==> src/rtl/imm_gen_pipe.sv <==
// RISC-V immediate generator: I/S/B/U/J formats, optional opcode-driven format decode,
// registered output with a one-entry skid buffer and a saturating illegal-format counter.
module imm_gen_pipe #(
  parameter int XLEN        = 32,
  parameter int AUTO_DECODE = 0,
  parameter int TAG_W       = 5,
  parameter int CNT_W       = 8
) (
  input  logic             clk,
  input  logic             reset_n,
  input  logic             in_valid,
  output logic             in_ready,
  input  logic [31:0]      Instr,
  input  logic [2:0]       ImmSrc,
  input  logic [TAG_W-1:0] in_tag,
  output logic             out_valid,
  input  logic             out_ready,
  output logic [XLEN-1:0]  ImmExt,
  output logic [TAG_W-1:0] out_tag,
  output logic             illegal_o,
  output logic [CNT_W-1:0] illegal_cnt,
  input  logic             cnt_clear
);

  typedef enum logic [2:0] {
    FMT_I   = 3'd0,
    FMT_S   = 3'd1,
    FMT_B   = 3'd2,
    FMT_U   = 3'd3,
    FMT_J   = 3'd4,
    FMT_ILL = 3'd7
  } fmt_e;

  localparam logic [CNT_W-1:0] CNT_MAX = {CNT_W{1'b1}};

  fmt_e            src_fmt;
  fmt_e            auto_fmt;
  fmt_e            fmt;
  logic [31:0]     imm32;
  logic [XLEN-1:0] imm_xlen;
  logic [XLEN-1:0] new_imm;
  logic            new_ill;
  logic            accept;

  // Output register O and skid register K
  logic             o_valid_reg, o_valid_next;
  logic [XLEN-1:0]  o_imm_reg,   o_imm_next;
  logic [TAG_W-1:0] o_tag_reg,   o_tag_next;
  logic             o_ill_reg,   o_ill_next;
  logic             k_valid_reg, k_valid_next;
  logic [XLEN-1:0]  k_imm_reg,   k_imm_next;
  logic [TAG_W-1:0] k_tag_reg,   k_tag_next;
  logic             k_ill_reg,   k_ill_next;
  logic [CNT_W-1:0] cnt_reg,     cnt_next;

  always_comb begin
    src_fmt = FMT_ILL;
    case (ImmSrc)
      3'b000:  src_fmt = FMT_I;
      3'b001:  src_fmt = FMT_S;
      3'b010:  src_fmt = FMT_B;
      3'b011:  src_fmt = FMT_U;
      3'b100:  src_fmt = FMT_J;
      default: src_fmt = FMT_ILL;
    endcase
  end

  always_comb begin
    auto_fmt = FMT_ILL;
    case (Instr[6:0])
      7'b0000011, 7'b0010011, 7'b1100111, 7'b1110011: auto_fmt = FMT_I;
      7'b0100011:                                     auto_fmt = FMT_S;
      7'b1100011:                                     auto_fmt = FMT_B;
      7'b0110111, 7'b0010111:                         auto_fmt = FMT_U;
      7'b1101111:                                     auto_fmt = FMT_J;
      default:                                        auto_fmt = FMT_ILL;
    endcase
  end

  assign fmt = (AUTO_DECODE != 0) ? auto_fmt : src_fmt;

  always_comb begin
    imm32 = 32'd0;
    case (fmt)
      FMT_I:   imm32 = {{20{Instr[31]}}, Instr[31:20]};
      FMT_S:   imm32 = {{20{Instr[31]}}, Instr[31:25], Instr[11:7]};
      FMT_B:   imm32 = {{19{Instr[31]}}, Instr[31], Instr[7], Instr[30:25], Instr[11:8], 1'b0};
      FMT_U:   imm32 = {Instr[31:12], 12'd0};
      FMT_J:   imm32 = {{11{Instr[31]}}, Instr[31], Instr[19:12], Instr[20], Instr[30:21], 1'b0};
      default: imm32 = 32'd0;
    endcase
  end

  // Bits above 31 replicate the instruction sign bit (no iterations when XLEN=32)
  assign imm_xlen[31:0] = imm32;
  generate
    for (genvar gi = 32; gi < XLEN; gi++) begin : g_sext
      assign imm_xlen[gi] = Instr[31];
    end
  endgenerate

  assign new_ill = (fmt == FMT_ILL);
  assign new_imm = new_ill ? '0 : imm_xlen;
  assign in_ready = !k_valid_reg;
  assign accept   = in_valid && in_ready;

  always_comb begin
    o_valid_next = o_valid_reg;
    o_imm_next   = o_imm_reg;
    o_tag_next   = o_tag_reg;
    o_ill_next   = o_ill_reg;
    k_valid_next = k_valid_reg;
    k_imm_next   = k_imm_reg;
    k_tag_next   = k_tag_reg;
    k_ill_next   = k_ill_reg;

    if (k_valid_reg && out_ready) begin
      // Skid entry drains first; no accept is possible while it is full
      o_valid_next = 1'b1;
      o_imm_next   = k_imm_reg;
      o_tag_next   = k_tag_reg;
      o_ill_next   = k_ill_reg;
      k_valid_next = 1'b0;
    end else if (accept && (!o_valid_reg || out_ready)) begin
      o_valid_next = 1'b1;
      o_imm_next   = new_imm;
      o_tag_next   = in_tag;
      o_ill_next   = new_ill;
    end else if (accept) begin
      k_valid_next = 1'b1;
      k_imm_next   = new_imm;
      k_tag_next   = in_tag;
      k_ill_next   = new_ill;
    end else if (out_ready && o_valid_reg) begin
      o_valid_next = 1'b0;
    end
  end

  always_comb begin
    cnt_next = cnt_reg;
    if (cnt_clear) begin
      cnt_next = '0;
    end else if (accept && new_ill && (cnt_reg != CNT_MAX)) begin
      cnt_next = cnt_reg + CNT_W'(1);
    end
  end

  always_ff @(posedge clk or negedge reset_n) begin
    if (!reset_n) begin
      o_valid_reg <= 1'b0;
      o_imm_reg   <= '0;
      o_tag_reg   <= '0;
      o_ill_reg   <= 1'b0;
      k_valid_reg <= 1'b0;
      k_imm_reg   <= '0;
      k_tag_reg   <= '0;
      k_ill_reg   <= 1'b0;
      cnt_reg     <= '0;
    end else begin
      o_valid_reg <= o_valid_next;
      o_imm_reg   <= o_imm_next;
      o_tag_reg   <= o_tag_next;
      o_ill_reg   <= o_ill_next;
      k_valid_reg <= k_valid_next;
      k_imm_reg   <= k_imm_next;
      k_tag_reg   <= k_tag_next;
      k_ill_reg   <= k_ill_next;
      cnt_reg     <= cnt_next;
    end
  end

  assign out_valid   = o_valid_reg;
  assign ImmExt      = o_imm_reg;
  assign out_tag     = o_tag_reg;
  assign illegal_o   = o_ill_reg;
  assign illegal_cnt = cnt_reg;

endmodule

==> config.mk <==
export PLATFORM = sky130hd
export DESIGN_NAME = imm_gen_pipe
export DESIGN_NICKNAME = d
export VERILOG_FILES = /design/src/rtl/imm_gen_pipe.sv
export SDC_FILE = /design/constraint.sdc
export NUM_CORES = 1
export LEC_CHECK = 0
export BUFFER_PORTS_ARGS = -buffer_cell sky130_fd_sc_hd__buf_4
export CELL_PAD_IN_SITES_DETAIL_PLACEMENT = 1
export CELL_PAD_IN_SITES_GLOBAL_PLACEMENT = 2
export CORE_MARGIN = 4
export CORE_UTILIZATION = 30
export CTS_BUF_LIST = sky130_fd_sc_hd__clkbuf_2
export DETAILED_ROUTE_END_ITERATION = 10
export GPL_TIMING_DRIVEN = 0
export MAX_ROUTING_LAYER = met4
export PLACE_DENSITY = 0.81
export SETUP_SLACK_MARGIN = 0.15
export SLEW_MARGIN = 15
export SYNTH_ARGS = -nofsm -noshare
export SYNTH_HDL_FRONTEND = slang
export SYNTH_SLANG_ARGS = --single-unit
==> constraint.sdc <==
create_clock -name clk -period 1.7 [get_ports clk]
set_input_delay 0.17 -clock clk [delete_from_list [all_inputs] [get_ports clk]]
set_output_delay 0.17 -clock clk [all_outputs]
set_load 0.005 [all_outputs]
==> out/results.tsv <==
metric	value	unit
dp_hpwl	8.28	mm
die_area	14800	um2
critPathKind	flop to flop	
dr_wl_met2	5.79	mm
hold_violations	0	
layout_min_cycle_time	1.55	ns
start_util	0.307	
die-width	122	um
die_h	122	um
antenna_found_initial	0	
power.density	1060	nW/um2
rsz0062_at_grt	true	
place_congestion	0.747	
grt_max_degree	87	
synth.distinct_cells	42	
synthesis.area	3870	um2
min_from	Instr[7]	
muxShareOfSynthArea	0.0534	
ys_seq_area_frac	0.556	
yosys_warnings	0	
synthArstFlopShare	1.00	
postSynthCellCount	358	
drc	0	
period_share	0.914	
n_fill_cell	1417	
synth_top_area_cell	dfrtp_1	
drtPass1Iterations	4	
worst_slack	0.145	ns
startpoint_type	flop	
highest_layer	met4	
synth_seq_cells	86	
dpl_worst_slack	-0.117	ns
worst_r2r_startpoint	k_valid_reg	
slew_viol_final	0	
cts_sinks	86	
critPathArrivalTime	2.03	ns
synth_edf_count	0	
slew_headroom	0.467	
final_cells	671	
synth.most_common_cell	dfrtp_1	
leakage	2.57	nW
grt_pass1_wl	19.6	mm
h-tree-depth	3	
cts-root-buf	clkbuf_2	
tritoncts	done	
drt_iter0_drc	174	
ios	93	
grt_remaining_overflow	0	
ys.flop_type	dfrtp_1	
critPathCaptureType	flop	
synth_top_family_by_area	compound AO/OA/AOI/OAI gates	
core_area	12600	um2
seqCellArea	2160	um2
vias	3419	
grt_use_total	0.175	
synthSimpleGateAreaFrac	0.101	
wire_per_inst	18.1	um
peakVddDrop	0.000452	V
cts.reportedPaths.clkPinSlew	0.22	ns
synth-adder-area-share	0.00614	
startpoint	k_valid_reg	
clock_path_buffers	2	
io_buffer_count	83	
syn_to_final_growth	38.5	%
row_count	41	
critPathMaxFanout	6	
synth_commonest_cells	86 x dfrtp_1, 48 x nand2_1, 39 x o21ai_0	
synth_xor_area_frac	0.00453	
max_freq	643	MHz
antenna_cells	0	
syn_nets	404	
met3RoutedLength	509	um
route.layer.met1.wl	5.56	mm
hold_path_class	input pin to flop	
avgViaCountPerCell	5.10	
synth_top_area_frac	0.556	
status	completed	
cp.required	2.17	ns
antenna_left	0	
avgSynthCellArea	10.8	um2
cts_buffers	9	
skew	0.0306	ns
wl	12.1	mm
grt_pass1_vias	3771	
synth_compound_area_frac	0.237	
fin_nets	540	
drive_gt1_frac	0.341	
maxCapViolations	0	
worst_slew_pin_slew	0.799	ns
clock_latency	0.58	ns
setup_violations	0	
dp_cells	613	
multi_input_area	1620	um2
synthTopCellsByArea	dfrtp_1 56%, o21ai_0 5.0%, nand2_1 4.7%	
final_util	0.424	
[report_power, final]
part / internal [W] / leakage (nW) / switching, W
Sequential: 0.00254 / 1.10 / 0.000309
Combinational: 0.000885 / 1.38 / 0.000718
Clock: 0.000489 / 0.0833 / 0.000710
Total: 0.00392 / 2.57 / 0.00174
[routing by layer]
metal / GRT usage / vias to the layer above
li1: - / 1570
met1: 0.220 / 1744
met2: 0.281 / 83
met3: 0.0357 / 22
met4: 0.0637 / 0
met5: - / -
[final timing paths]
| path | depth (start not counted) | endpoint | slack, ns |
|---|---|---|---|
| worst min-delay path | 4 | k_imm_reg[0] | 0.08 |
| min in group asynchronous | 2 | out_tag[0] | 0.19 |
| worst min register to register | 2 | k_imm_reg[11] | 0.51 |
| worst max register to register | 6 | ImmExt[14] | 0.15 |
| worst max-delay path | 6 | ImmExt[14] | 0.15 |
| max in group asynchronous | 2 | illegal_cnt[5] | 0.93 |
[kinds of logic after synthesis]
kind of cell | Yosys count
AO/OA/AOI/OAI | 134
flip-flops | 86
AND/OR/NAND/NOR | 82
buffers and inverters | 33
multiplexers | 19
XOR/XNOR | 2
adder cells (fa/ha/maj) | 2
[area by class of cell]
class / count / area share
Inverter: 7 / 0.00491
Sequential cell: 86 / 0.403
Clock inverter: 5 / 0.0138
Timing Repair Buffer: 125 / 0.191
Buffer: 26 / 0.0336
Multi-Input combinational cell: 239 / 0.303
Tap cell: 172 / 0.0402
Clock buffer: 11 / 0.0103
[timing repair]
action	in CTS	in global routing
hold buffers	30	0
gates resized for setup	23	20
hold endpoints to repair	153	0
setup buffers	9	3
setup endpoints to repair	80	63
pin swaps	3	7
[layout by cell type, fill, tap and decap left out, drive strengths merged, types with 6 or more instances in the layout]
cell type and instances:
clkbuf 21, a21oi 19, a22o 14, nand2 48, nor2b 6, nor2 9
o21ai 40, a21o 9, dfrtp 86, a2bb2oi 15, a22oi 23, buf 111
mux2 13, mux2i 6, inv 7, dlygate4sd3 30
[critical path, stage by stage (launching register included)]
cell and delay (ns):
dfrtp_2 0.50, nor2b_4 0.22, a21oi_1 0.11, buf_4 0.16, buf_4 0.15, a22o_1 0.19, a21o_1 0.15
[stage by stage]
| step | setup TNS (ns) | hold slack (ns) | power (W) | area (um2) |
|---|---|---|---|---|
| floorplan | 0 | -0.126 | 0.00356 | 3890 |
| global placement | -0.834 | 0.399 | 0.00432 | 4730 |
| detailed placement | -1.81 | 0.406 | 0.00439 | 4730 |
| CTS | 0 | 0.0246 | 0.00572 | 5270 |
| global route | 0 | 0.0742 | 0.00604 | 5360 |
| finish | 0 | 0.0775 | 0.00565 | 5360 |
Note: power is estimated with default switching activity, not from simulation.
